$ cat config.mk
export PLATFORM = sky130hd
export DESIGN_NAME = pixie_dma_ctrl
export DESIGN_NICKNAME = d
export VERILOG_FILES = /design/src/rtl/pixie_dma_ctrl.sv
export SDC_FILE = /design/constraint.sdc
export NUM_CORES = 1
export LEC_CHECK = 0
export ABC_CLOCK_PERIOD_IN_PS = 3000
export CAP_MARGIN = 0
export CORE_ASPECT_RATIO = 0.8
export CORE_MARGIN = 2
export CORE_UTILIZATION = 40
export DETAILED_ROUTE_END_ITERATION = 8
export PLACE_DENSITY_LB_ADDON = 0.3
export SETUP_SLACK_MARGIN = 0.5
export SYNTH_ARGS = -nofsm -noshare
export SYNTH_HDL_FRONTEND = slang
export SYNTH_SLANG_ARGS = --single-unit
$ cat constraint.sdc
create_clock -name clk -period 3 [get_ports clk]
set_input_delay 0.6 -clock clk [delete_from_list [all_inputs] [get_ports clk]]
set_output_delay 0.6 -clock clk [all_outputs]
set_load 0.02 [all_outputs]
$ cat src/rtl/pixie_dma_ctrl.sv
// Pixie (CDP1861-style) timing and DMA sequencer: machine-cycle/line counters,
// CPU-facing INT/EFX/DMA-request generation and frame-buffer write capture.
module pixie_dma_ctrl #(
    parameter int CYCLES_PER_LINE = 14,
    parameter int LINES_PER_FRAME = 262,
    parameter int FIRST_DMA_LINE  = 64,
    parameter int DMA_LINES       = 128,
    parameter int DMA_START_CYC   = 2
) (
    input  logic       clk,
    input  logic       reset_n,
    input  logic       cyc_en,
    input  logic       disp_on,
    input  logic       disp_off,
    input  logic       dma_strobe,
    input  logic [7:0] dma_data,
    output logic       dma_req,
    output logic       int_n,
    output logic       efx_n,
    output logic       fb_en,
    output logic [9:0] fb_addr,
    output logic [7:0] fb_data,
    output logic       frame_done
);

    localparam int CYC_W  = $clog2(CYCLES_PER_LINE);
    localparam int LINE_W = $clog2(LINES_PER_FRAME);
    localparam int ADDR_W = 10;
    localparam int REL_W  = ADDR_W - 3;

    localparam logic [CYC_W-1:0]  CYC_LAST      = CYC_W'(CYCLES_PER_LINE - 1);
    localparam logic [LINE_W-1:0] LINE_LAST     = LINE_W'(LINES_PER_FRAME - 1);
    localparam logic [LINE_W-1:0] DMA_LAST_LINE = LINE_W'(FIRST_DMA_LINE + DMA_LINES - 1);
    localparam logic [LINE_W-1:0] DMA_FIRST     = LINE_W'(FIRST_DMA_LINE);

    logic [CYC_W-1:0]  cyc_cnt_q,  cyc_cnt_d;
    logic [LINE_W-1:0] line_cnt_q, line_cnt_d;
    logic [3:0]        byte_cnt_q, byte_cnt_d;
    logic              disp_req_q, disp_req_d;
    logic              frame_en_q, frame_en_d;
    logic              dma_req_q,  dma_req_d;
    logic              int_n_q,    int_n_d;
    logic              efx_n_q,    efx_n_d;
    logic              fb_en_q,    fb_en_d;
    logic [ADDR_W-1:0] fb_addr_q,  fb_addr_d;
    logic [7:0]        fb_data_q,  fb_data_d;
    logic              frame_done_q, frame_done_d;

    logic              accept;
    logic [REL_W-1:0]  rel_line;

    function automatic logic line_in(input logic [LINE_W-1:0] l, input int lo, input int hi);
        return (int'(l) >= lo) && (int'(l) <= hi);
    endfunction

    function automatic logic cyc_in(input logic [CYC_W-1:0] c, input int lo, input int hi);
        return (int'(c) >= lo) && (int'(c) <= hi);
    endfunction

    // Line/cycle counters and display enable; frame_en only changes at frame start.
    always_comb begin
        // NOTE: every signal gets a default first so no path leaves it unassigned (no latches).
        cyc_cnt_d  = cyc_cnt_q;
        line_cnt_d = line_cnt_q;
        frame_en_d = frame_en_q;
        if (cyc_en) begin
            if (cyc_cnt_q == '0 && line_cnt_q == '0) begin
                frame_en_d = disp_req_q;
            end
            if (cyc_cnt_q == CYC_LAST) begin
                cyc_cnt_d  = '0;
                line_cnt_d = (line_cnt_q == LINE_LAST) ? '0 : line_cnt_q + 1'b1;
            end else begin
                cyc_cnt_d = cyc_cnt_q + 1'b1;
            end
        end
        disp_req_d = disp_off ? 1'b0 : (disp_on ? 1'b1 : disp_req_q);
    end

    // Byte capture uses the pre-update request and counters, so a strobe on the
    // cyc_en that opens the window is still rejected.
    always_comb begin
        accept     = dma_strobe && dma_req_q && (byte_cnt_q < 4'd8);
        rel_line   = REL_W'(line_cnt_q - DMA_FIRST);
        byte_cnt_d = byte_cnt_q;
        fb_en_d    = accept;
        fb_addr_d  = fb_addr_q;
        fb_data_d  = fb_data_q;
        if (accept) begin
            byte_cnt_d = byte_cnt_q + 4'd1;
            fb_addr_d  = {rel_line, byte_cnt_q[2:0]};
            fb_data_d  = dma_data;
        end
        if (cyc_en && cyc_cnt_d == '0) begin
            byte_cnt_d = '0;
        end
    end

    // CPU-facing timing outputs, evaluated on the post-increment counters.
    always_comb begin
        dma_req_d = dma_req_q;
        int_n_d   = int_n_q;
        efx_n_d   = efx_n_q;
        if (cyc_en) begin
            dma_req_d = frame_en_d
                        && line_in(line_cnt_d, FIRST_DMA_LINE, FIRST_DMA_LINE + DMA_LINES - 1)
                        && cyc_in(cyc_cnt_d, DMA_START_CYC, DMA_START_CYC + 7);
            int_n_d   = !(frame_en_d
                        && line_in(line_cnt_d, FIRST_DMA_LINE - 2, FIRST_DMA_LINE - 1));
            efx_n_d   = !(frame_en_d
                        && (line_in(line_cnt_d, FIRST_DMA_LINE - 4, FIRST_DMA_LINE - 1)
                         || line_in(line_cnt_d, FIRST_DMA_LINE + DMA_LINES - 4,
                                    FIRST_DMA_LINE + DMA_LINES - 1)));
        end
        frame_done_d = dma_req_q && !dma_req_d && (line_cnt_q == DMA_LAST_LINE);
    end

    always_ff @(posedge clk or negedge reset_n) begin
        if (!reset_n) begin
            cyc_cnt_q    <= '0;
            line_cnt_q   <= '0;
            byte_cnt_q   <= '0;
            disp_req_q   <= 1'b0;
            frame_en_q   <= 1'b0;
            dma_req_q    <= 1'b0;
            int_n_q      <= 1'b1;
            efx_n_q      <= 1'b1;
            fb_en_q      <= 1'b0;
            fb_addr_q    <= '0;
            fb_data_q    <= '0;
            frame_done_q <= 1'b0;
        end else begin
            // NOTE: non-blocking assignments so every flop samples the pre-edge values.
            cyc_cnt_q    <= cyc_cnt_d;
            line_cnt_q   <= line_cnt_d;
            byte_cnt_q   <= byte_cnt_d;
            disp_req_q   <= disp_req_d;
            frame_en_q   <= frame_en_d;
            dma_req_q    <= dma_req_d;
            int_n_q      <= int_n_d;
            efx_n_q      <= efx_n_d;
            fb_en_q      <= fb_en_d;
            fb_addr_q    <= fb_addr_d;
            fb_data_q    <= fb_data_d;
            frame_done_q <= frame_done_d;
        end
    end

    assign dma_req    = dma_req_q;
    assign int_n      = int_n_q;
    assign efx_n      = efx_n_q;
    assign fb_en      = fb_en_q;
    assign fb_addr    = fb_addr_q;
    assign fb_data    = fb_data_q;
    assign frame_done = frame_done_q;

endmodule

## Yosys cells after proc, flatten, opt, wreduce, memory -nomap -nowiden

Index checks and enable logic that the tools add are counted.

- Mux-type cells: 12
- Add/sub/neg operators: 4
- Reduce and logical (&&, ||, !) cells: 24
- Order comparisons: 9
- Equality and inequality tests: 3

Operators by type and width:

| cell | number |
|---|---|
| 2-to-1 mux 9 bit | 3 |
| greater-or-equal comparator 9 x 6 -> 1 bit (second input constant) | 2 |
| 2-to-1 mux 4 bit | 4 |
| logical AND 1 bit | 15 |
| adder 9 x 1 -> 9 bit (second input constant) | 1 |
| == test 9 x 8 -> 1 bit (second input constant) | 1 |
| == test 9 bit (second input constant) | 1 |
| greater-or-equal comparator 9 x 7 -> 1 bit (second input constant) | 1 |
| greater-or-equal comparator 9 x 8 -> 1 bit (second input constant) | 1 |
| <= comparator 9 x 6 -> 1 bit (second input constant) | 1 |
| <= comparator 9 x 8 -> 1 bit (second input constant) | 1 |
| logical NOT 9 bit | 1 |
| adder 4 x 1 -> 4 bit (second input constant) | 2 |
| logical NOT 4 bit | 2 |
| subtractor 7 bit (second input constant) | 1 |
| 2-to-1 mux 1 bit | 5 |
| == test 4 bit (second input constant) | 1 |
| greater-or-equal comparator 4 x 2 -> 1 bit (second input constant) | 1 |
| <= comparator 4 bit (second input constant) | 1 |
| less-than comparator 4 bit (second input constant) | 1 |
| nonzero test 2 bit | 2 |
| logical NOT 1 bit | 3 |
| logical OR 1 bit | 1 |

- Register bits: 42
- Input port bits: 14

## Depth between registers and ports, before layout

Gate-level depths: netlist of the first run.

- Word-level depth: 12
- Gate-level depth with buffers: 7

## Worst setup path before layout of the first run

No wires, ideal clock.

- Path kind: input to register
- From: input port cyc_en
- To: register int_n_q (netlist: int_n)
- Stages: 6
- Setup time: 77 ps
- Arrival: 1934 ps
- Data required time: 2923 ps
- Slack: 989 ps
- Path buffers: 1
- Cell sequence: buf_2 > nand4_1 > nor4b_1 > mux2_2 > a21boi_0 > a31oi_1

- Cells in the longest elaborated chain, start to end: 5

Ends and longest elaborated chain:

| item | line | RTL |
|---|---|---|
| start, declared | 12 | `input logic cyc_en,` |
| 2-to-1 mux 9 bit (*) | 66 | `if (cyc_en) begin` |
| via line_cnt_d[3] | 37 | `logic [LINE_W-1:0] line_cnt_q, line_cnt_d;` |
| greater-or-equal comparator 9 x 6 -> 1 bit / <= comparator 9 x 6 -> 1 bit (equally long branches) | 53 | `return (int'(l) >= lo) && (int'(l) <= hi);` |
| logical AND 1 bit (*) | 53 |  |
| logical AND 1 bit (*) | 109 | `&& line_in(line_cnt_d, FIRST_DMA_LINE - 2, FIRST_DMA_LINE - 1));` |
| logical NOT 1 bit (*) | 108 | `int_n_d = !(frame_en_d` |
| end signal, assigned | 140 | `int_n_q <= int_n_d;` |
| end, declared | 42 | `logic int_n_q, int_n_d;` |

Mark *: on every way through the listed nets, which the timed path passes. The rest lies on a longest branch.
A chain may end at the register's enable or synchronous reset.

## Final worst setup path of the first run

- From: input port cyc_en
- To: register dma_req_q (netlist: dma_req)

- Cells in the longest elaborated chain, start to end: 6

Ends and longest elaborated chain:

| item | line | RTL |
|---|---|---|
| 2-to-1 mux 9 bit | 66 |  |
| greater-or-equal comparator 9 x 7 -> 1 bit / <= comparator 9 x 8 -> 1 bit (equally long branches) | 53 |  |
| logical AND 1 bit | 53 |  |
| logical AND 1 bit | 106 | `&& line_in(line_cnt_d, FIRST_DMA_LINE, FIRST_DMA_LINE + DMA_LINES - 1)` |
| logical AND 1 bit | 107 | `&& cyc_in(cyc_cnt_d, DMA_START_CYC, DMA_START_CYC + 7);` |
| 2-to-1 mux 1 bit (*) | 104 | `if (cyc_en) begin` |
| via dma_req_d | 41 | `logic dma_req_q, dma_req_d;` |
| end signal, assigned | 139 | `dma_req_q <= dma_req_d;` |
| end, declared | 41 |  |

Marks and branches as above.

==> load_flow_metrics.sql, run 1 <==
INSERT INTO impl_metrics (metric_group, metric, value, unit) VALUES
('layout', 'final_nets', '259', ''),
('sta', 'worst-slew-pin-transition', '0.9282', 'ns'),
('synth', 'yosysWarnings', '0', ''),
('synth', 'synth_cell_types', '47', ''),
('sta', 'finalClockSkew', '0.002225', 'ns'),
('floorplanning', 'top_level_ports', '37', ''),
('route', 'drt-initial-drc-count', '123', ''),
('clocking', 'cts-buffers-inserted', '5', ''),
('route', 'drc', '0', ''),
('placement', 'detailed_place.area', '2417', 'um2'),
('clocking', 'ctsResizeCount', '0', ''),
('synth', 'synth.yosys.seq_area_share', '52.20', '%'),
('power', 'fin_total_pwr', '1.293', 'mW'),
('global_route', 'largest_net_degree_at_the_start_of_global_routing', '43', ''),
('synth', 'syn_inst', '207', ''),
('power', 'worst_ir_drop_vdd', '0.0003306', 'V'),
('placement', 'post-place-ws', '0.4157', 'ns'),
('sta', 'layout_min_cycle_time', '2.295', 'ns'),
('sta', 'hold_viol', '0', ''),
('clocking', 'path_clk_slew', '0.08', 'ns'),
('placement', 'io_buffers', '36', ''),
('synth', 'yosys.area.top_type', 'sky130_fd_sc_hd__dfrtp_1', ''),
('route', 'drt_pass1_iterations', '4', ''),
('job', 'max_cap_violations', '0', ''),
('clocking', 'clock_latency', '0.30', 'ns'),
('sta', 'fin_ws', '0.7046', 'ns'),
('clocking', 'root_buffer', 'sky130_fd_sc_hd__clkbuf_8', ''),
('floorplanning', 'die_width', '83.42', 'um'),
('route', 'wl', '4.207', 'mm'),
('synth', 'mappedNetlistArea', '2018', 'um2'),
('layout', 'layout-area-overhead-vs-synth', '24.30', '%'),
('route', 'vias', '1566', ''),
('route', 'drt.antenna.violating_nets', '0', ''),
('status', 'result_of_the_run', 'complete, no violations', ''),
('sta', 'final-max-slew-violation-count', '0', ''),
('worst_hold_path', 'worstHoldPathType', 'in -> async', ''),
('layout', 'register_area', '1054', 'um2'),
('layout', 'layout-drive-gt1-share', '9.504', '%'),
('synth', 'synthFlopType', 'sky130_fd_sc_hd__dfrtp_1', ''),
('layout', 'finalCoreUtilization', '50.98', '%'),
('layout', 'antenna_cells', '0', ''),
('worst_setup_path', 'worst_ep_arrival_time', '2.48', 'ns'),
('sta', 'timing.max_slew.rel_slack', '38.12', '%'),
('synth', 'synthDominantCellAreaShare', '49.60', '%'),
('floorplanning', 'die_h', '67.53', 'um'),
('placement', 'place_hpwl', '2.991', 'mm'),
('sta', 'rsz0062_at_grt', 'false', ''),
('global_route', 'groute.usage.overall', '16.23', '%'),
('route', 'via_per_inst', '5.151', ''),
('power', 'p_leak', '1.205', 'nW'),
('floorplanning', 'design.die.area', '5633', 'um2'),
('clocking', 'postCtsSetupBuffers', '0', ''),
('floorplanning', 'rows', '23', ''),
('layout', 'multi_input_gate_area_in_the_final_layout', '893.4', 'um2'),
('clocking', 'number_of_buffers_on_the_longest_clock_path', '2', ''),
('synth', 'synth.avg_cell_area', '9.750', 'um2'),
('worst_setup_path', 'critical_path.max_fanout', '6', ''),
('sta', 'setup-tns-final', '0', 'ns'),
('synth', 'ys_seq_elements', '42', ''),
('global_route', 'first_global_vias', '1458', ''),
('global_route', 'grt_remaining_overflow', '0', ''),
('placement', 'globalplace.congestion', '0.8902', ''),
('clocking', 'tritoncts', 'built', ''),
('synth', 'yosysMostFrequentCell', 'sky130_fd_sc_hd__nand2_1', ''),
('floorplanning', 'initial_utilization', '41.01', '%'),
('clocking', 'ctsHtreeMaxLevel', '2', ''),
('global_route', 'antenna_found_initial', '0', ''),
('global_route', 'grt_first_pass_wirelength', '6.996', 'mm'),
('synth', 'synth.area.top_cells', 'sky130_fd_sc_hd__dfrtp_1 50%, sky130_fd_sc_hd__nand2_1 11%, sky130_fd_sc_hd__dfstp_2 2.6%', ''),
('floorplanning', 'core-area', '4921', 'um2'),
('layout', 'fillCellCount', '456', '');
-- final cells by class --
class / instances / area share (%)
Sequential cell: 42 / 41.99
Multi-Input combinational cell: 148 / 35.61
Clock buffer: 7 / 3.441
Timing Repair Buffer: 38 / 14.76
Tap cell: 62 / 3.092
Inverter: 6 / 0.8978
Clock inverter: 1 / 0.1995
-- cell families after synthesis --
| kind of cell | Yosys count | share of synthesized area [%] |
|---|---|---|
| buffers and inverters | 17 | 3.533 |
| flip-flops | 42 | 52.20 |
| adder cells (fa/ha/maj) | 4 | 2.480 |
| multiplexers | 5 | 2.975 |
| XOR/XNOR | 8 | 3.472 |
| AO/OA/AOI/OAI | 29 | 10.29 |
| AND/OR/NAND/NOR | 102 | 25.05 |
-- sequential cells by signal, summed over array words and instances (netlist names) --
register    cells
frame_en_q      1
efx_n           1
frame_done      1
cyc_cnt_q       4
disp_req_q      1
int_n           1
byte_cnt_q      4
line_cnt_q      9
fb_addr        10
fb_en           1
dma_req         1
fb_data         8
-- power breakdown --
| group | leakage [nW] | internal [mW] | total [mW] | switching, mW |
|---|---|---|---|---|
| clock network | 0.0482 | 0.186 | 0.378 | 0.192 |
| logic | 0.595 | 0.0973 | 0.216 | 0.119 |
| registers | 0.561 | 0.610 | 0.699 | 0.0890 |
-- layer usage --
layer  global-route usage (%)  up-vias  part of all wire (%)
met3                    3.423        7                   4.9
met5                        0        -                     0
li1                         -      774                     -
met4                    7.258        0                   1.9
met1                    22.51      751                    48
met2                    24.90       34                    45
-- per-stage QoR --
| step | cells | hold WS [ns] |
|---|---|---|
| global placement | 296 | 0.4594 |
| finish | 304 | 0.4333 |
| detailed placement | 296 | 0.4621 |
| global route | 304 | 0.4939 |
| floorplan | 207 | 0.3044 |
| CTS | 304 | 0.4669 |
-- cell usage in the layout, fill, tap and decap left out, types with 4 or more instances in the layout --
master | Yosys | layout
sky130_fd_sc_hd__dfrtp_1 | 40 | 40
sky130_fd_sc_hd__ha_1 | 4 | 4
sky130_fd_sc_hd__clkbuf_8 | 0 | 6
sky130_fd_sc_hd__nand3_1 | 4 | 4
sky130_fd_sc_hd__xor2_1 | 5 | 5
sky130_fd_sc_hd__nand2_1 | 59 | 59
sky130_fd_sc_hd__clkdlybuf4s50_1 | 0 | 35
sky130_fd_sc_hd__inv_1 | 5 | 5
sky130_fd_sc_hd__a21oi_1 | 5 | 5
sky130_fd_sc_hd__nor3_1 | 6 | 6
sky130_fd_sc_hd__o21ai_1 | 9 | 9
sky130_fd_sc_hd__nor2_1 | 11 | 11
-- critical path, stage by stage --
cell,delay (ns)
sky130_fd_sc_hd__clkdlybuf4s50_1,0.48
sky130_fd_sc_hd__nand4_1,0.25
sky130_fd_sc_hd__nor2_1,0.45
sky130_fd_sc_hd__o21ai_1,0.23
sky130_fd_sc_hd__a21o_1,0.22
sky130_fd_sc_hd__a32o_1,0.26
-- path summary, 6_finish.rpt --
check / start / slack (ns) / depth (start not counted) / to
setup / recovery: cyc_en / 0.70 / 6 / dma_req
hold / removal: reset_n / 0.43 / 1 / frame_en_q
setup reg to reg: cyc_cnt_q[2] / 0.95 / 5 / dma_req
hold reg to reg: fb_addr[2] / 0.48 / 2 / fb_addr[2]
max in group asynchronous: reset_n / 1.98 / 1 / dma_req
min in group clk: fb_addr[2] / 0.48 / 2 / fb_addr[2]
Note: power is estimated with default switching activity, not from simulation.
==> run 2, diff against run 1 <==
--- a/config.mk
+++ b/config.mk
@@ -5,7 +5,7 @@
 export SDC_FILE = /design/constraint.sdc
 export NUM_CORES = 1
 export LEC_CHECK = 0
-export ABC_CLOCK_PERIOD_IN_PS = 3000
+export ABC_CLOCK_PERIOD_IN_PS = 2000
 export CAP_MARGIN = 0
 export CORE_ASPECT_RATIO = 0.8
 export CORE_MARGIN = 2
==> constraint.sdc (replaced) <==
create_clock -name clk -period 2 [get_ports clk]
set_input_delay 0.4 -clock clk [delete_from_list [all_inputs] [get_ports clk]]
set_output_delay 0.4 -clock clk [all_outputs]
set_load 0.02 [all_outputs]
==> run 2 against run 1 <==
Register-to-register slack worse by 0.81 ns. Combinational power up 140%. Setup slack worse by 0.57 ns. Critical path depth up 2. Global-route usage down 0.21 points. Sequential share of layout area down 4.1 points. Worst hold slack worse by 0.27 ns. Die area unchanged. Sequential power up 50%. First-iteration DRC count down 49%. Largest cell class unchanged.
==> load_flow_metrics.sql, run 2 (same netlist as run 1, synthesis figures left out) <==
INSERT INTO impl_metrics (metric_group, metric, value, unit) VALUES
('layout', 'layout_commonest_cell', 'sky130_fd_sc_hd__nand2_1', ''),
('clocking', 'ctsHtreeMaxLevel', '2', ''),
('sta', 'layout_min_cycle_time', '1.862', 'ns'),
('sta', 'timing.fmax', '0.5370', 'GHz'),
('placement', 'io_buffers', '36', ''),
('layout', 'antenna_cells', '0', ''),
('layout', 'final_cell_mix', '59 x sky130_fd_sc_hd__nand2_1, 35 x sky130_fd_sc_hd__dfrtp_1, 28 x sky130_fd_sc_hd__buf_4', ''),
('sta', 'rsz0062_at_grt', 'true', ''),
('placement', 'detailed_place.area', '2571', 'um2'),
('sta', 'finalClockSkew', '0.004288', 'ns'),
('placement', 'dp_cells', '312', ''),
('layout', 'final_nets', '286', ''),
('route', 'via_per_inst', '4.937', ''),
('power', 'worst_ir_drop_vdd', '0.0005977', 'V'),
('layout', 'post-route-cell-area', '2794', 'um2'),
('worst_setup_path', 'slowest_delay', '0.43', 'ns'),
('route', 'drt.antenna.violating_nets', '0', ''),
('worst_hold_path', 'worstHoldPathType', 'in -> async', ''),
('route', 'drt-initial-drc-count', '63', ''),
('global_route', 'groute.usage.overall', '16.02', '%'),
('sta', 'setup_viol_count_final', '0', ''),
('floorplanning', 'rows', '23', ''),
('layout', 'layout-area-overhead-vs-synth', '38.44', '%'),
('route', 'vias', '1634', ''),
('placement', 'globalplace.congestion', '0.8370', ''),
('worst_setup_path', 'worst_ep_arrival_time', '2.05', 'ns'),
('placement', 'place_hpwl', '3.088', 'mm'),
('sta', 'timing.max_slew.rel_slack', '64.37', '%'),
('global_route', 'largest_net_degree_at_the_start_of_global_routing', '43', ''),
('power', 'p_leak', '1.449', 'nW'),
('clocking', 'number_of_buffers_on_the_longest_clock_path', '2', ''),
('worst_setup_path', 'family_of_cells_with_the_greatest_summed_delay_on_the_critical_path', 'simple AND/OR/NAND/NOR gates', ''),
('global_route', 'grt_first_pass_wirelength', '7.017', 'mm'),
('worst_setup_path', 'regToRegStartpoint', 'line_cnt_q[1]', ''),
('clocking', 'path_clk_slew', '0.08', 'ns'),
('global_route', 'antenna_found_initial', '0', ''),
('route', 'wl', '4.504', 'mm'),
('clocking', 'clock_latency', '0.30', 'ns'),
('clocking', 'tritoncts', 'built', ''),
('floorplanning', 'design.die.area', '5633', 'um2'),
('worst_setup_path', 'type_of_the_setup_path_with_the_least_slack', 'reg -> reg', ''),
('job', 'max_cap_violations', '0', ''),
('floorplanning', 'die_h', '67.53', 'um'),
('layout', 'post_layout_nonfiller_instances', '331', ''),
('floorplanning', 'die_width', '83.42', 'um'),
('worst_setup_path', 'critPathMostFrequentCell', 'sky130_fd_sc_hd__buf_4', ''),
('route', 'drc', '0', ''),
('sta', 'min_period_over_period', '93.12', '%'),
('clocking', 'cts-buffers-inserted', '5', ''),
('route', 'post_drt_wl_per_cell', '13.61', 'um'),
('floorplanning', 'core-area', '4921', 'um2'),
('worst_setup_path', 'critical_path.max_fanout', '4', ''),
('power', 'power-per-cell-area', '802.2', 'nW/um2'),
('layout', 'number_of_flip_flops_under_the_largest_register_name', '10', ''),
('worst_setup_path', 'worst-path-buf-inv', '2', ''),
('sta', 'final-max-slew-violation-count', '0', ''),
('clocking', 'root_buffer', 'sky130_fd_sc_hd__clkbuf_8', ''),
('status', 'result_of_the_run', 'complete, no violations', ''),
('layout', 'finalCoreUtilization', '56.78', '%'),
('worst_setup_path', 'cell_with_the_biggest_individual_delay_on_the_critical_path', 'sky130_fd_sc_hd__dfrtp_2', ''),
('global_route', 'grt_remaining_overflow', '0', ''),
('worst_setup_path', 'critPathLaunch', 'line_cnt_q[1]', ''),
('sta', 'hold_viol', '0', ''),
('route', 'drt_pass1_iterations', '4', ''),
('floorplanning', 'top_level_ports', '37', ''),
('worst_setup_path', 'crit_path_cell_trace', 'buf_4, ha_4, nand4_1, nor4_4, buf_4, nand2b_1, a21o_1, a32o_1', ''),
('global_route', 'first_global_vias', '1435', ''),
('sta', 'worst-slew-pin-transition', '0.5344', 'ns'),
('floorplanning', 'initial_utilization', '41.01', '%'),
('worst_setup_path', 'setup.worst_path.end_class', 'flip-flop', ''),
('worst_setup_path', 'startpoint_type', 'flip-flop', ''),
('worst_setup_path', 'critical_path_required', '2.19', 'ns'),
('clocking', 'cts_num_sinks', '42', ''),
('layout', 'layout-drive-gt1-share', '26.02', '%');
## run 2: cell count changes in the layout (fill, tap and decap cells not counted), moves of 2 or more
| cell | before | now |
|---|---|---|
| sky130_fd_sc_hd__buf_4 | 2 | 28 |
| sky130_fd_sc_hd__inv_1 | 5 | 3 |
| sky130_fd_sc_hd__o21ai_2 | 0 | 2 |
| sky130_fd_sc_hd__dfrtp_1 | 40 | 35 |
| sky130_fd_sc_hd__dfrtp_2 | 0 | 5 |
| sky130_fd_sc_hd__dlygate4sd2_1 | 0 | 20 |
| sky130_fd_sc_hd__ha_1 | 4 | 2 |
| sky130_fd_sc_hd__clkdlybuf4s50_1 | 35 | 11 |
| sky130_fd_sc_hd__mux2_4 | 1 | 3 |
| sky130_fd_sc_hd__ha_4 | 0 | 2 |
| sky130_fd_sc_hd__o21ai_1 | 9 | 7 |
| sky130_fd_sc_hd__buf_2 | 1 | 3 |
## run 2: stage by stage
| step | setup WS [ns] | hold slack [ns] | power [mW] | setup TNS, ns |
|---|---|---|---|---|
| floorplan | 0.2624 | 0.1044 | 1.335 | 0 |
| global placement | -0.1948 | 0.4589 | 1.474 | -0.7306 |
| detailed placement | -0.2552 | 0.4636 | 1.477 | -1.013 |
| CTS | 0.1427 | 0.1790 | 2.188 | 0 |
| global route | 0.06617 | 0.2027 | 2.364 | 0 |
| finish | 0.1376 | 0.1631 | 2.241 | 0 |
## run 2: area by class of cell
cell class,instances,area [um2]
timing repair buffer,65,544.3
fill,430,2127
clock inverter,2,37.54
inverter,6,25.02
clock buffer,6,72.57
multi-input combinational,148,977.2
sequential,42,1060
tap,62,77.57
## run 2: worst paths after layout
check	slack (ns)	cells past startpoint	end
setup / recovery	0.14	8	dma_req
hold / removal	0.16	2	fb_data[4]
setup reg to reg	0.14	8	dma_req
hold reg to reg	0.47	2	fb_addr[6]
max in group asynchronous	1.44	2	line_cnt_q[3]
min in group clk	0.47	2	fb_addr[6]
## run 2: repair_timing
item / 4_1_cts / 5_1_grt
setup buffers: 4 / 7
hold buffers: 0 / 0
resized for setup: 32 / 17
pin swaps: 4 / 8
setup endpoints to repair: 37 / 21
## run 2: metal layers
metal	wire length, um	global-route usage, %	vias up
met5	0	0	-
met4	0	5.444	0
met3	228	3.545	0
met2	2091	24.50	37
met1	2184	22.86	776
li1	-	-	821
## run 2: power by group
| group | total [mW] | switching, mW | internal (mW) | leakage, nW |
|---|---|---|---|---|
| logic | 0.521 | 0.252 | 0.270 | 0.843 |
| clock network | 0.667 | 0.294 | 0.372 | 0.0514 |
| registers | 1.05 | 0.133 | 0.921 | 0.554 |
| total | 2.24 | 0.679 | 1.56 | 1.45 |
==> run 3, diff against run 2 <==
--- a/config.mk
+++ b/config.mk
@@ -13,6 +13,7 @@
 export DETAILED_ROUTE_END_ITERATION = 8
 export PLACE_DENSITY_LB_ADDON = 0.3
 export SETUP_SLACK_MARGIN = 0.5
+export SKIP_LAST_GASP = 1
 export SYNTH_ARGS = -nofsm -noshare
 export SYNTH_HDL_FRONTEND = slang
 export SYNTH_SLANG_ARGS = --single-unit
==> results of run 3 <==
The final DEF is identical to that of run 2; final timing and power are the same.
